[src/rtl/alu_seq.sv]
// alu_seq: registered, parametrised ALU with a start/busy/done handshake.
// Decodes a 16-bit instruction word, captures operands when a request is
// accepted and returns a registered result, NZCV flags, destination-register
// write enable and the destination address.
//
// Optional feature macro: ALU_MUL_EN
//   defined   -> iterative shift-add multiplier (opcode 1111, WIDTH cycles)
//   undefined -> no multiplier; busy is tied low and opcode 1111 is illegal
//
// Handshake: a request is accepted on a rising edge where start=1 and
// busy=0. done (and rd_wen for legal opcodes) is high for exactly one cycle
// per accepted request. aluout/flags/rd_addr only change on the edge that
// raises done. A start seen while busy=1 is dropped, not queued.
module alu_seq #(
    parameter int WIDTH = 16
) (
    input  logic             clk,
    input  logic             reset,
    input  logic             start,
    input  logic [15:0]      instruction,
    input  logic [WIDTH-1:0] rsdata,
    input  logic [WIDTH-1:0] rmdata,
    input  logic [WIDTH-1:0] N,
    output logic [WIDTH-1:0] aluout,
    output logic [3:0]       flags,
    output logic             busy,
    output logic             done,
    output logic             rd_wen,
    output logic [2:0]       rd_addr
);

    localparam int SW = $clog2(WIDTH);
    localparam int CW = SW + 1;

    localparam logic [3:0] OP_ADD = 4'b1000;
    localparam logic [3:0] OP_SUB = 4'b1001;
    localparam logic [3:0] OP_AND = 4'b1010;
    localparam logic [3:0] OP_OR  = 4'b1011;
    localparam logic [3:0] OP_XOR = 4'b1100;
    localparam logic [3:0] OP_SHL = 4'b1101;
    localparam logic [3:0] OP_SHR = 4'b1110;
    localparam logic [3:0] OP_MUL = 4'b1111;

    // Instruction fields and operand selection
    logic [3:0]       op;
    logic             imm_type;
    logic [2:0]       rd;
    logic [WIDTH-1:0] opa;
    logic [WIDTH-1:0] opb;
    logic [SW-1:0]    sh;
    logic             accept;
    logic             is_mul_op;
    logic             sc_fire;

    assign op       = instruction[15:12];
    assign imm_type = instruction[11];
    assign rd       = instruction[10:8];
    assign opa      = rsdata;
    assign opb      = imm_type ? N : rmdata;
    assign sh       = opb[SW-1:0];
    assign accept   = start && !busy;
    assign sc_fire  = accept && !is_mul_op;

    // Multiplier completion interface (constant when the multiplier is absent)
    logic             mul_done;
    logic [WIDTH-1:0] mul_res;
    logic             mul_c;
    logic [2:0]       mul_rd;

    // Single-cycle datapath
    logic [WIDTH-1:0] sc_res;
    logic             sc_c;
    logic             sc_v;
    logic             sc_legal;
    logic [WIDTH:0]   shl_ext;
    logic [WIDTH:0]   shr_ext;
    logic [WIDTH:0]   add_ext;

    // Combinational single-cycle ALU: result, carry, overflow and legality
    always_comb begin
        sc_res   = '0;
        sc_c     = 1'b0;
        sc_v     = 1'b0;
        sc_legal = 1'b1;
        // The extra bit of each shift holds the last bit shifted out; it is
        // naturally zero when the shift amount is zero.
        shl_ext  = {1'b0, opa} << sh;
        shr_ext  = {opa, 1'b0} >> sh;
        add_ext  = {1'b0, opa} + {1'b0, opb};
        case (op)
            OP_ADD: begin
                sc_res = add_ext[WIDTH-1:0];
                sc_c   = add_ext[WIDTH];
                sc_v   = (opa[WIDTH-1] == opb[WIDTH-1]) &&
                         (sc_res[WIDTH-1] != opa[WIDTH-1]);
            end
            OP_SUB: begin
                sc_res = opa - opb;
                sc_c   = (opa >= opb);
                sc_v   = (opa[WIDTH-1] != opb[WIDTH-1]) &&
                         (sc_res[WIDTH-1] != opa[WIDTH-1]);
            end
            OP_AND: sc_res = opa & opb;
            OP_OR:  sc_res = opa | opb;
            OP_XOR: sc_res = opa ^ opb;
            OP_SHL: begin
                sc_res = shl_ext[WIDTH-1:0];
                sc_c   = shl_ext[WIDTH];
            end
            OP_SHR: begin
                sc_res = shr_ext[WIDTH:1];
                sc_c   = shr_ext[0];
            end
            default: sc_legal = 1'b0;
        endcase
    end

`ifdef ALU_MUL_EN

    typedef enum logic {
        S_IDLE = 1'b0,
        S_MUL  = 1'b1
    } state_t;

    state_t             state_q;
    state_t             state_d;
    logic [CW-1:0]      cnt_q;
    logic [2*WIDTH-1:0] acc_q;
    logic [2*WIDTH-1:0] mcand_q;
    logic [WIDTH-1:0]   mplier_q;
    logic [2:0]         rd_q;
    logic [2*WIDTH-1:0] mul_sum;

    assign is_mul_op = (op == OP_MUL);

    // FSM state register
    always_ff @(posedge clk) begin
        if (reset) begin
            state_q <= S_IDLE;
        end else begin
            state_q <= state_d;
        end
    end

    // FSM next-state: enter MUL on a multiply accept, leave after the last step
    always_comb begin
        state_d = state_q;
        case (state_q)
            S_IDLE:  if (accept && is_mul_op) state_d = S_MUL;
            S_MUL:   if (cnt_q == CW'(1)) state_d = S_IDLE;
            default: state_d = S_IDLE;
        endcase
    end

    // FSM outputs: busy for the whole multiply, completion on the final step
    always_comb begin
        busy     = (state_q == S_MUL);
        mul_done = (state_q == S_MUL) && (cnt_q == CW'(1));
    end

    // The final step's partial sum is the complete product, so the result is
    // taken from the adder output on the same edge that retires the multiply.
    assign mul_sum = acc_q + (mplier_q[0] ? mcand_q : '0);
    assign mul_res = mul_sum[WIDTH-1:0];
    assign mul_c   = |mul_sum[2*WIDTH-1:WIDTH];
    assign mul_rd  = rd_q;

    // Shift-add multiplier: load on accept, one partial product per cycle
    always_ff @(posedge clk) begin
        if (reset) begin
            cnt_q    <= '0;
            acc_q    <= '0;
            mcand_q  <= '0;
            mplier_q <= '0;
            rd_q     <= '0;
        end else if (accept && is_mul_op) begin
            cnt_q    <= CW'(WIDTH);
            acc_q    <= '0;
            mcand_q  <= {{WIDTH{1'b0}}, opa};
            mplier_q <= opb;
            rd_q     <= rd;
        end else if (state_q == S_MUL) begin
            cnt_q    <= cnt_q - CW'(1);
            acc_q    <= mul_sum;
            mcand_q  <= mcand_q << 1;
            mplier_q <= mplier_q >> 1;
        end
    end

`else

    assign is_mul_op = 1'b0;
    assign busy      = 1'b0;
    assign mul_done  = 1'b0;
    assign mul_res   = '0;
    assign mul_c     = 1'b0;
    assign mul_rd    = '0;

`endif

    // Result/flag/write-enable registers; done and rd_wen are single-cycle pulses
    always_ff @(posedge clk) begin
        if (reset) begin
            aluout  <= '0;
            flags   <= 4'b0000;
            done    <= 1'b0;
            rd_wen  <= 1'b0;
            rd_addr <= 3'd0;
        end else begin
            done   <= 1'b0;
            rd_wen <= 1'b0;
            if (mul_done) begin
                aluout  <= mul_res;
                flags   <= {mul_res[WIDTH-1], (mul_res == '0), mul_c, 1'b0};
                done    <= 1'b1;
                rd_wen  <= 1'b1;
                rd_addr <= mul_rd;
            end else if (sc_fire) begin
                done    <= 1'b1;
                rd_addr <= rd;
                // Illegal opcodes complete but leave the architectural result alone
                if (sc_legal) begin
                    aluout <= sc_res;
                    flags  <= {sc_res[WIDTH-1], (sc_res == '0), sc_c, sc_v};
                    rd_wen <= 1'b1;
                end
            end
        end
    end

endmodule

[config.mk]
export PLATFORM = sky130hd
export DESIGN_NAME = alu_seq
export DESIGN_NICKNAME = d
export VERILOG_FILES = /design/src/rtl/alu_seq.sv
export SDC_FILE = /design/constraint.sdc
export NUM_CORES = 1
export LEC_CHECK = 0
export BUFFER_PORTS_ARGS = -buffer_cell sky130_fd_sc_hd__buf_4
export CORE_MARGIN = 8
export CORE_UTILIZATION = 59
export DETAILED_ROUTE_END_ITERATION = 6
export PLACE_DENSITY_LB_ADDON = 0.2
export SYNTH_ARGS = -nofsm -noshare
export SYNTH_HDL_FRONTEND = slang
export SYNTH_SLANG_ARGS = --single-unit
[constraint.sdc]
create_clock -name clk -period 4.2 [get_ports clk]
set_clock_uncertainty 0.15 [all_clocks]
set_input_delay 0.21 -clock clk [delete_from_list [all_inputs] [get_ports clk]]
set_output_delay 0.21 -clock clk [all_outputs]
set_load 0.02 [all_outputs]
==> results.py <==
metrics = {
    "run_status": {
        "status": "finished, violations left",
        "failed_checks": "DRC",
    },
    "yosys": {
        "synth.distinct_cells": 73,
        "async_flop_share": 0,
        "synth_area_per_cell_sq_um": 7.379,
        "ys_seq_elements": 24,
        "synth_edf_count": 0,
        "ys.flop_type": "dfxtp_1",
        "postSynthCellCount": 722,
        "syn_area_sq_mm": 0.005328,
        "ys_warn_count": 0,
        "ys_seq_area_frac": 0.09018,
        "synth_fp_nets": 848,
    },
    "die": {
        "die_w_microns": 111.0,
        "ioPinCount": 93,
        "fp-row-count": 34,
        "die_area_sq_mm": 0.01233,
        "coreArea_sq_mm": 0.008721,
        "die_h_microns": 111.0,
        "start_util": 0.6109,
    },
    "pwr": {
        "comb_power_share": 0.688,
        "power.leakage_nw": 2.660,
        "power_density_mw_per_mm2": 200.1,
        "vdd_drop_max_mv": 0.1129,
        "p_int_w": 0.0006284,
        "switching_share": 0.4819,
        "seqPwrFrac": 0.205,
        "switchingPower_w": 0.0005845,
        "power_frac_clock": 0.107,
    },
    "cts": {
        "cts_buffer_depth": 2,
        "clock_sinks": 24,
        "cts_resized": 0,
        "clk_pin_slew_ns": 0.07,
        "insertion_delay_ns": 0.26,
        "cts_setup_buffers": 0,
        "numCtsBuffers": 3,
        "cts.hold.buffers_added": 0,
        "clock-root-buffer": "clkbuf_8",
        "h-tree-depth": 1,
        "cts_tree": "yes",
    },
    "sta": {
        "fmax_mhz": 257.6,
        "setup_violations": 0,
        "fin_crit_sh": 0.9241,
        "fin_setup_tns_ns": 0,
        "tightest_slew_ns": 0.8572,
        "slew_viol_final": 0,
        "min_period_ns": 3.881,
        "hold_viol": 0,
        "slew_headroom": 0.4255,
        "grt_setup_unrepaired": "no",
    },
    "worst_setup_path": {
        "rr_startpoint": "aluout[7]",
        "worst-path-buf-inv": 2,
        "critical-path-top-delay-family": "compound AO/OA/AOI/OAI gates",
        "critPathMaxStageDelay_ns": 0.56,
        "path_max_fanout": 12,
        "criticalPathCategory": "primary input to flop",
        "cp.required_ns": 4.20,
        "crit_start": "instruction[11]",
        "path_common_cell": "buf_4",
        "slowest_stage": "a2111oi_0",
        "crit_chain": "buf_4, buf_4, mux2i_1, ha_1, nor3b_1, nand4_1, nor4_1, o21bai_1, a2111oi_0, o21ai_0, a21oi_1, nor3_1, o41ai_1",
        "critPathArrivalTime_ns": 3.89,
        "critPathLaunchType": "primary input",
        "setup.worst_path.end_class": "flop",
    },
    "placement": {
        "gp_congestion": 1.092,
        "io_buffers": 83,
        "numPlacedInstances": 881,
        "hpwl_microns": 16550,
    },
    "route": {
        "drc": 35,
        "vias_per_cell": 7.359,
        "drtIter0Drc": 831,
        "firstDrtPassIters": 7,
        "wl_microns": 21670,
        "num_vias": 6505,
        "ant_nets": 0,
        "post_drt_wl_per_cell_microns": 24.51,
    },
    "worst_hold_path": {
        "worstHoldPathType": "primary input to flop",
        "hp-start": "instruction[10]",
    },
    "final_layout": {
        "finalNonFillerCells": 884,
        "finalNetCount": 904,
        "diodes": 0,
        "syn_to_final_growth_pct": 13.79,
        "post_route_cells_drive_above_1_share": 0.1701,
        "post-route-util": 0.6951,
    },
    "global_routing": {
        "grt_use_total": 0.3330,
        "grt_max_degree": 35,
        "grt_pass1_wl_microns": 33580,
        "grt_pass1_vias": 6055,
        "antenna_found_initial": 0,
        "grt_remaining_overflow": 0,
    },
    "flow_run": {
        "maxCapViolations": 0,
    },
}
## stage by stage
step | worst slack [ns] | total power (W) | cell area [sq um] | hold WS, ns
global placement | 0.2944 | 0.001035 | 6021 | 0.2847
finish | 0.3187 | 0.001213 | 6062 | 0.03145
floorplan | 0.3161 | 0.0007946 | 5328 | 0.1316
detailed placement | 0.2553 | 0.001051 | 6021 | 0.2922
global route | 0.04989 | 0.001282 | 6062 | 0.03370
CTS | 0.5269 | 0.001180 | 6062 | 0.03101
## synthesized netlist by cell type (8+ instances only)
cell type  instances  area share
xnor2_1           15       0.025
mux2i_1           44       0.083
a21oi_1           39       0.037
a31oi_1           10       0.012
inv_1             40       0.028
mux4_2            11       0.047
buf_2              8      0.0075
nor3_1            22       0.021
a22oi_1           15       0.021
nor2_1            74       0.052
o22ai_1           15       0.018
nor2b_1            9       0.011
nand3_1           16       0.015
nor4_1             9       0.011
o211ai_1          13       0.018
nand2b_1          10       0.012
o221ai_1           8       0.013
a21o_1             8       0.011
ha_1              57        0.13
nand4_1           10       0.012
nand2_1           54       0.038
a211oi_1          19       0.027
o21ai_0           35       0.033
clkbuf_1          36       0.025
dfxtp_1           24       0.090
## sequential cells by signal (all words and copies together), names as in the netlist
register  count
done          1
aluout       16
rd_wen        1
flags         3
rd_addr       3
## cells in the final DEF, fill, tap and decap left out, types with 8 or more instances in the layout
cell,count
nand3_1,16
o21ai_0,35
a21o_1,8
nand4_1,10
ha_1,57
nor4_1,9
inv_1,40
nor2_1,74
o221ai_1,8
a22oi_1,15
mux2i_1,43
nand2_1,54
nor3_1,22
buf_4,103
o211ai_1,13
mux4_2,11
dfxtp_1,24
a21oi_1,39
nor2b_1,9
nand2b_1,10
xnor2_1,15
a31oi_1,10
a211oi_1,19
o22ai_1,15
## path summary, 6_finish.rpt
path | endpoint | slack (ns) | cells past startpoint
setup / recovery | flags[1] | 0.32 | 13
hold / removal | rd_addr[2] | 0.03 | 3
setup reg to reg | aluout[7] | 3.35 | 2
hold reg to reg | flags[2] | 0.30 | 2
## power by group through the flow
stage	clock network (W)	registers, W	logic [W]
global route	0.000144	0.000250	0.000889
finish	0.000130	0.000248	0.000835
floorplan	0	0.000269	0.000525
CTS	0.000131	0.000248	0.000800
global placement	0	0.000253	0.000782
detailed placement	0	0.000254	0.000797
## kinds of logic (layout without fill, tap and decap cells)
logic type	after synthesis	in the layout	synth area share
AO/OA/AOI/OAI	222	222	0.2884
XOR/XNOR	16	16	0.02630
adder cells (fa/ha/maj)	59	59	0.1414
buffers and inverters	96	150	0.07492
flip-flops	24	24	0.09018
multiplexers	61	61	0.1527
other	1	1	0.0007039
AND/OR/NAND/NOR	243	243	0.2255
## metal layers
| layer | GRT usage | vias up | share of wire |
|---|---|---|---|
| li1 | - | 2828 | - |
| met1 | 0.4290 | 2994 | 0.37 |
| met2 | 0.5147 | 564 | 0.44 |
| met3 | 0.07089 | 117 | 0.14 |
| met4 | 0.1529 | 2 | 0.050 |
| met5 | 0.03333 | - | 0.0024 |
## worst register-to-register path, delay by kind of cell, from the launching register on
family	cells	cell delay [ns]
DFF	1	0.34
AOI/OAI and AO/OA	1	0.22
and+or+nand+nor	1	0.05
## area by class of cell
class | instances | area, sq um
tap | 108 | 135.1
clock buffer | 3 | 41.29
timing repair buffer | 103 | 773.2
fill | 740 | 2659
sequential | 24 | 480.5
multi-input combinational | 602 | 4464
inverter | 44 | 167.7
No activity file was read; power rests on OpenSTA's default activity.
